[src/rtl/difficulty_select.sv]
// Turns raw active-low KEY[3:1] pushbuttons into a registered one-hot difficulty
// selection: two-flop sync, per-key debounce, press detect, lockable select FSM.
module difficulty_select #(
  parameter int DEBOUNCE_CYCLES = 50000,
  parameter int CNT_W           = 16
) (
  input  logic       clk,
  input  logic       reset,
  input  logic [2:0] key_n,
  input  logic       game_active,
  output logic [2:0] diff,
  output logic       diff_changed
);

  typedef enum logic {
    SELECT = 1'b0,
    LOCKED = 1'b1
  } state_t;

  localparam logic [CNT_W-1:0] CNT_LAST = CNT_W'(DEBOUNCE_CYCLES - 1);

  logic [2:0]            sync1_q, sync2_q;
  logic [2:0]            deb_q, deb_d;
  logic [2:0]            press_q, press_d;
  logic [2:0][CNT_W-1:0] cnt_q, cnt_d;
  state_t                state_q, state_d;
  logic [2:0]            diff_q, diff_d;
  logic                  chg_q, chg_d;

  // Simultaneous presses resolve to the lowest index (easy > medium > hard).
  function automatic logic [2:0] lowest_onehot(input logic [2:0] p);
    if (p[0]) return 3'b001;
    if (p[1]) return 3'b010;
    return 3'b100;
  endfunction

  // Debounce: a bit is accepted only after DEBOUNCE_CYCLES consecutive differing samples.
  always_comb begin
    deb_d = deb_q;
    cnt_d = '0;
    for (int i = 0; i < 3; i++) begin
      if (sync2_q[i] != deb_q[i]) begin
        if (cnt_q[i] == CNT_LAST) begin
          deb_d[i] = sync2_q[i];
        end else begin
          cnt_d[i] = cnt_q[i] + CNT_W'(1);
        end
      end
    end
    press_d = deb_q & ~deb_d;
  end

  always_comb begin
    state_d = state_q;
    diff_d  = diff_q;
    chg_d   = 1'b0;
    case (state_q)
      SELECT: begin
        if (press_q != 3'b000) begin
          diff_d = lowest_onehot(press_q);
          chg_d  = (diff_d != diff_q);
        end
        if (game_active) state_d = LOCKED;
      end
      LOCKED: begin
        if (!game_active) state_d = SELECT;
      end
      default: state_d = SELECT;
    endcase
  end

  always_ff @(posedge clk) begin
    if (reset) begin
      sync1_q <= 3'b111;
      sync2_q <= 3'b111;
      deb_q   <= 3'b111;
      cnt_q   <= '0;
      press_q <= 3'b000;
      state_q <= SELECT;
      diff_q  <= 3'b001;
      chg_q   <= 1'b0;
    end else begin
      sync1_q <= key_n;
      sync2_q <= sync1_q;
      deb_q   <= deb_d;
      cnt_q   <= cnt_d;
      press_q <= press_d;
      state_q <= state_d;
      diff_q  <= diff_d;
      chg_q   <= chg_d;
    end
  end

  assign diff         = diff_q;
  assign diff_changed = chg_q;

endmodule

[config.mk]
export PLATFORM = sky130hd
export DESIGN_NAME = difficulty_select
export DESIGN_NICKNAME = d
export VERILOG_FILES = /design/src/rtl/difficulty_select.sv
export SDC_FILE = /design/constraint.sdc
export NUM_CORES = 1
export LEC_CHECK = 0
export ABC_AREA = 1
export CORE_AREA = 2 2 100 102
export DETAILED_ROUTE_END_ITERATION = 10
export DIE_AREA = 0 0 102 104
export SYNTH_ARGS = -nofsm -noshare
export SYNTH_HDL_FRONTEND = slang
export SYNTH_SLANG_ARGS = --single-unit
[constraint.sdc]
create_clock -name clk -period 3.9 [get_ports clk]
set_input_delay 0.78 -clock clk [delete_from_list [all_inputs] [get_ports clk]]
set_output_delay 0.78 -clock clk [all_outputs]
set_load 0.03 [all_outputs]
## Word-level counts from Yosys, hierarchy flattened

Cells that the tools add are included.

- Register bits after elaboration: 65
- Word-level logic and storage cells: 53

- $add $sub $neg: 3
- Eq/ne operators: 7
- Multiplexer cells: 20
- Bitwise gates (word level): 7
- Reduce and logical (&&, ||, !) cells: 6

Operators with widths:

| kind | number |
|---|---|
| 16-bit by 1-bit adder with 16-bit output, second input constant | 3 |
| 16-bit == test, second input constant | 3 |
| 3-bit two-way mux | 6 |
| 1-bit two-way mux | 14 |
| 3-bit OR reduction | 4 |
| 1-bit inverter | 5 |
| 3-bit AND | 1 |
| 1-bit inequality test | 3 |
| 3-bit inequality test | 1 |
| 3-bit inverter | 1 |
| 3-bit nonzero test | 1 |
| 2-bit AND reduction | 1 |

## Longest topological paths before layout

Gate-level depths: netlist of run 1.

- Depth in word-level cells: 11
- Mapped depth: 9

## Worst setup path after synthesis of run 1

OpenSTA, ideal clock, no wires.

- Path kind: input-to-reg
- From: input port reset
- To: register cnt_q[46] in the netlist's numbering
- Library setup time: 0.068 ns
- Arrival: 1.568 ns
- Data required time: 3.832 ns
- Path slack: 2.264 ns
- Stages on the path: 8
- Cell sequence: buf_6 inv_6 buf_12 o21ai_4 a21oi_4 nand2_4 buf_12 a21oi_4

- Longest elaborated chain between the ends: 1

Ends and longest elaborated chain:

| item | line | RTL |
|---|---|---|
| from (decl) | 8 | `input logic reset,` |
| 3-bit OR reduction (no line) | n/a |  |
| to (signal assigned) | 86 | `cnt_q <= cnt_d;` |
| to (decl) | 25 | `logic [2:0][CNT_W-1:0] cnt_q, cnt_d;` |

Every way passes these cells.
A chain may end at the register's enable or synchronous reset.

## Worst setup path in the final report of run 1

- From: register diff_q[0] (netlist: diff[0])
- To: output port diff[0]

RTL lines:

| item | line | RTL |
|---|---|---|
| from (decl) | 27 | `logic [2:0] diff_q, diff_d;` |
| from (signal assigned) | 89 | `diff_q <= diff_d;` |
| to (decl) | 11 | `output logic [2:0] diff,` |

No word-level cell between the ends.

==> impl_metrics.tcl, run 1 <==
set metrics [dict create \
    fillers 1056 \
    fp-row-count 36 \
    cp.arrival_ns 1.44 \
    drv_slew 0 \
    clockRootBuffer "clkbuf_8" \
    final-seq-area_sq_mm 0.00130 \
    placed_area_sq_mm 0.00345 \
    die_x_um 102 \
    p_sw_w 0.000269 \
    gp_congestion 0.801 \
    slew_headroom_pct 73.4 \
    hp-class "register to register" \
    p_leak_nw 1.28 \
    fin_crit_sh_pct 56.9 \
    clock_path_buffers 2 \
    drv_cap 0 \
    synthToLayoutAreaGrowth_pct 10.4 \
    antenna_found_initial 0 \
    multi_input_area_sq_mm 0.00164 \
    dp_worst_setup_slack_ns 1.57 \
    routedWlPerCell_um 9.87 \
    fin_crit_ns 2.22 \
    cp_max_fo 4 \
    critPathBufInv 1 \
    skew_ns 0.0129 \
    dp.final_hpwl_mm 4.55 \
    fp.dieH_um 104 \
    syn_area_per_cell_sq_um 6.96 \
    outcome "finished clean" \
    viasPerCell 4.40 \
    grt_pass1_vias 2487 \
    pwr-share-comb_pct 1.8 \
    die_area_sq_mm 0.0106 \
    yosysSeqAreaShare_pct 39.8 \
    timing.final.ws_setup_ns 1.68 \
    grt_usage_pct 12.6 \
    power_density_mw_per_mm2 329 \
    setup_viol 0 \
    critPathRequiredTime_ns 3.12 \
    cts_max_level 3 \
    cp-end-kind "output pin" \
    syn_area_sq_mm 0.00327 \
    worst_path_largest_cell_delay_ns 0.70 \
    tritoncts "done" \
    crit_chain "clkdlybuf4s50_1" \
    cts-buffers-inserted 9 \
    max_freq_mhz 451 \
    cpLargestDelayFamily "buffers and inverters" \
    post_cts_buffers 0 \
    finalInstanceArea_sq_mm 0.00361 \
    path_clk_slew_ns 0.07 \
    dr.pass1.iters 4 \
    postCtsHoldBufs 0 \
    core-area_sq_mm 0.00955 \
    crit_type "register to output pin" \
    internal-power_w 0.000920 \
    port_buffers 9 \
    yosys_warnings 0 \
    final_hold_viol_count 0 \
    rsz0062_at_grt "false" \
    power_frac_clock_pct 41.7 \
    clock_latency_ns 0.34 \
    seqPwrFrac_pct 56.5 \
    grt_pass1_wl_mm 10.9 \
    ant_nets 0 \
    remaining_drc_errors 0 \
    cts_resized 0 \
    synth.ff_latch_count 65 \
    worstMarginPinSlew_ns 0.398 \
    cp_slowest_cell "clkdlybuf4s50_1" \
    fin_nets 493 \
    grt-ovfl-total 0 \
    num_vias 2733 \
    critPathLaunchType "register" \
    drive_above_1_share_pct 9.63 \
    p_sw_share_pct 22.6 \
    diodes 0 \
    clock-sinks 65 \
    start_util_pct 34.3 \
    io-pin-count 10 \
    ir_drop_uv 146 \
    ff2ff_setup_slack_ns 2.36 \
    synthCells 470 \
    ys_types 30 \
    drt_wl_total_mm 6.13 \
    synth_nets 479 \
    utilization_pct 37.8 \
    grt_max_degree 17 \
    drt-initial-drc-count 97 \
    fin_tns_setup_ns 0 \
]
[cells in the mapped netlist (all sizes together)]
| cell type | n | share of area [%] |
|---|---|---|
| a22oi | 1 | 0.23 |
| o21bai | 3 | 0.69 |
| nand2 | 126 | 15 |
| o21ai | 7 | 1.5 |
| or2 | 7 | 1.3 |
| nand3 | 36 | 5.7 |
| xnor2 | 7 | 1.9 |
| dfxtp | 65 | 40 |
| xor2 | 7 | 1.9 |
| nand3b | 1 | 0.23 |
| nand4 | 15 | 2.9 |
| nor2 | 87 | 12 |
| inv | 67 | 7.8 |
| buf | 6 | 2.4 |
| o211ai | 1 | 0.23 |
| nor3 | 2 | 0.31 |
| a21oi | 29 | 5.5 |
| ha | 3 | 1.1 |
[worst paths after layout]
check / startpoint / to / depth (start not counted)
min: sync1_q[1]$_SDFF_PP1_ / sync2_q[1]$_SDFF_PP1_ / 1
max reg2reg: cnt_q[0]$_SDFF_PP0_ / cnt_q[15]$_SDFF_PP0_ / 6
max: diff[0]$_SDFFE_PP1P_ / diff[0] / 1
min reg2reg: sync1_q[1]$_SDFF_PP1_ / sync2_q[1]$_SDFF_PP1_ / 1
[state kept, by name, summed over array words and instances (netlist names)]
register      flops
cnt_q            48
deb_q             3
diff              3
diff_changed      1
press_q           3
state_q           1
sync1_q           3
sync2_q           3
[area by class of cell]
type | count | share of cell area [%]
clock buffers | 12 | 4.02
multi-input cells | 332 | 45.3
flip-flops and latches | 65 | 36.0
repair buffers | 9 | 2.49
clock inverters | 3 | 0.485
well taps | 133 | 4.61
inverters | 67 | 7.10
[placed cells by master, fill, tap and decap left out, drive strengths merged]
cell type	Yosys	routed
dfxtp	65	65
nand3	36	36
xor2	7	7
or2	7	7
nor3	2	2
a22oi	1	1
nand4	15	15
clkinv	0	2
ha	3	3
clkbuf	0	12
nand3b	1	1
o21ai	7	7
a21oi	29	29
xnor2	7	7
nand2	126	126
o21bai	3	3
nor2	87	87
inv	67	67
clkinvlp	0	1
o211ai	1	1
clkdlybuf4s50	0	9
[per-layer routing]
layer	global-route usage, %	routed length [um]	vias to the layer above	part of all wire, %
li1	-	-	1500	-
met1	17.7	3220	1192	53
met2	18.2	2630	35	43
met3	4.03	209	6	3.4
met4	4.00	67	0	1.1
met5	0	0	-	0
[power groups by stage]
stage	clock network [W]	registers, W	logic [W]
3_5_place_dp	0	0.000686	0.0000221
2_1_floorplan	0	0.000686	0.0000199
6_report	0.000496	0.000671	0.0000218
4_1_cts	0.000519	0.000671	0.0000221
5_1_grt	0.000545	0.000671	0.0000245
3_3_place_gp	0	0.000686	0.0000215
[cell families after synthesis]
group	after synthesis	share of synthesized area, %
compound gates	41	8.14
simple gates	274	37.0
xor+xnor	14	3.75
flops	65	39.8
buf+inv	73	10.2
fa+ha+maj	3	1.15
[metrics by stage]
step	cells	hold WS, ns	power [W]
floorplan	470	0.389	0.000706
detailed placement	606	0.398	0.000708
CTS	621	0.408	0.00121
finish	621	0.405	0.00119
global placement	606	0.395	0.000708
global route	621	0.421	0.00124
No activity file was read; power rests on OpenSTA's default activity.
==> inputs of run 2 (changes only) <==
==> constraint.sdc (replaced) <==
create_clock -name clk -period 2.1 [get_ports clk]
set_input_delay 0.42 -clock clk [delete_from_list [all_inputs] [get_ports clk]]
set_output_delay 0.42 -clock clk [all_outputs]
set_load 0.03 [all_outputs]
==> impl_metrics.tcl, run 2 (synthesis results as in run 1) <==
set metrics [dict create \
    routedWlPerCell_um 10.0 \
    cp.arrival_ns 1.46 \
    largest_register "cnt_q" \
    dp.final_hpwl_mm 4.50 \
    utilization_pct 38.2 \
    skew_ns 0.00940 \
    num_vias 2774 \
    worst_path_largest_cell_delay_ns 0.70 \
    drv_slew 0 \
    fin_tns_setup_ns 0 \
    layout_common_cells "nand2_1, nor2_1, inv_1" \
    io-pin-count 10 \
    crit_chain "clkdlybuf4s50_1" \
    fin_nets 494 \
    hp-class "register to register" \
    port_buffers 9 \
    setup_viol 0 \
    clock_latency_ns 0.35 \
    rsz0062_at_grt "false" \
    clockRootBuffer "clkbuf_8" \
    cpLargestDelayFamily "buffers and inverters" \
    antenna_found_initial 0 \
    max_freq_mhz 533 \
    cts_max_level 3 \
    slew_headroom_pct 75.5 \
    cp_slowest_cell "clkdlybuf4s50_1" \
    start_util_pct 34.3 \
    die_x_um 102 \
    fin_crit_sh_pct 89.3 \
    drv_cap 0 \
    grt_usage_pct 13.0 \
    cp_max_fo 4 \
    worstMarginPinSlew_ns 0.368 \
    drt-initial-drc-count 157 \
    viasPerCell 4.46 \
    critPathBufInv 1 \
    core-area_sq_mm 0.00955 \
    remaining_drc_errors 0 \
    final_hold_viol_count 0 \
    clock_path_buffers 2 \
    dr.pass1.iters 5 \
    fin_crit_ns 1.88 \
    critPathRequiredTime_ns 1.68 \
    ant_nets 0 \
    fp.dieH_um 104 \
    cp-end-kind "output pin" \
    postCtsHoldBufs 0 \
    cts-buffers-inserted 9 \
    critPathLaunchType "register" \
    tritoncts "done" \
    grt_pass1_wl_mm 11.2 \
    finalInstanceArea_sq_mm 0.00364 \
    power_density_mw_per_mm2 638 \
    post_cts_buffers 0 \
    outcome "finished clean" \
    ir_drop_uv 253 \
    synthToLayoutAreaGrowth_pct 11.3 \
    drive_above_1_share_pct 10.0 \
    gp_congestion 0.770 \
    largest_reg_flops 48 \
    crit_type "register to output pin" \
    grt_pass1_vias 2569 \
    fillers 1054 \
    placed_area_sq_mm 0.00346 \
    path_clk_slew_ns 0.07 \
    grt_max_degree 17 \
    layout_commonest_cell "nand2_1" \
    clock-sinks 65 \
    cts_resized 0 \
    drt_wl_total_mm 6.22 \
    die_area_sq_mm 0.0106 \
    diodes 0 \
    fp-row-count 36 \
    grt-ovfl-total 0 \
    p_leak_nw 1.28 \
]
## run 2: cell count changes in the layout (fill, tap and decap cells not counted), sizes merged
cell / before / now
clkbuf: 12 / 10
clkinvlp: 1 / 3
buf: 0 / 1
bufinv: 0 / 1
clkinv: 2 / 1
## run 2: metal layers
metal,up-vias,global-route usage [%],part of all wire (%)
li1,1498,-,-
met4,0,4.29,0.69
met3,4,4.30,3.3
met5,-,0,0
met1,1237,17.2,51
met2,35,19.7,45
## run 2: final timing paths
| check | startpoint | endpoint | slack [ns] | cells past startpoint |
|---|---|---|---|---|
| worst min register to register | sync1_q[2]$_SDFF_PP1_ | sync2_q[2]$_SDFF_PP1_ | 0.41 | 1 |
| worst max register to register | cnt_q[32]$_SDFF_PP0_ | cnt_q[35]$_SDFF_PP0_ | 0.57 | 8 |
| worst min-delay path | sync1_q[2]$_SDFF_PP1_ | sync2_q[2]$_SDFF_PP1_ | 0.41 | 1 |
| worst max-delay path | diff[1]$_SDFFE_PP0P_ | diff[1] | 0.22 | 1 |
## run 2: worst register-to-register path: cells and delay by family, from the launching register on
family	cells	cell delay [ns]
AO/OA/AOI/OAI	1	0.08
adder cells (fa/ha/maj)	1	0.22
buffers and inverters	1	0.07
flip-flops	1	0.37
AND/OR/NAND/NOR	5	0.68
## run 2: layout make-up
type / count / area, sq um / area share [%]
clock buffers: 10 / 128 / 3.50
clock inverters: 5 / 57.6 / 1.58
inverters: 67 / 256 / 7.04
multi-input cells: 332 / 1640 / 44.9
flip-flops and latches: 65 / 1300 / 35.7
well taps: 133 / 166 / 4.57
repair buffers: 10 / 97.6 / 2.68
## run 2: through the flow
step / power, W / hold WS, ns / setup WS [ns] / std cells
global route: 0.00242 / 0.438 / 0.164 / 622
floorplan: 0.00131 / 0.389 / 0.745 / 470
finish: 0.00232 / 0.413 / 0.224 / 622
detailed placement: 0.00132 / 0.395 / 0.301 / 607
global placement: 0.00132 / 0.391 / 0.326 / 607
CTS: 0.00236 / 0.413 / 0.190 / 622
## run 2: power by group
part           total (W)  leakage [nW]  switching, W  internal (W)
registers        0.00125         0.525    0.00000633       0.00124
clock network    0.00104        0.0844      0.000496      0.000539
logic          0.0000423         0.675     0.0000233     0.0000190
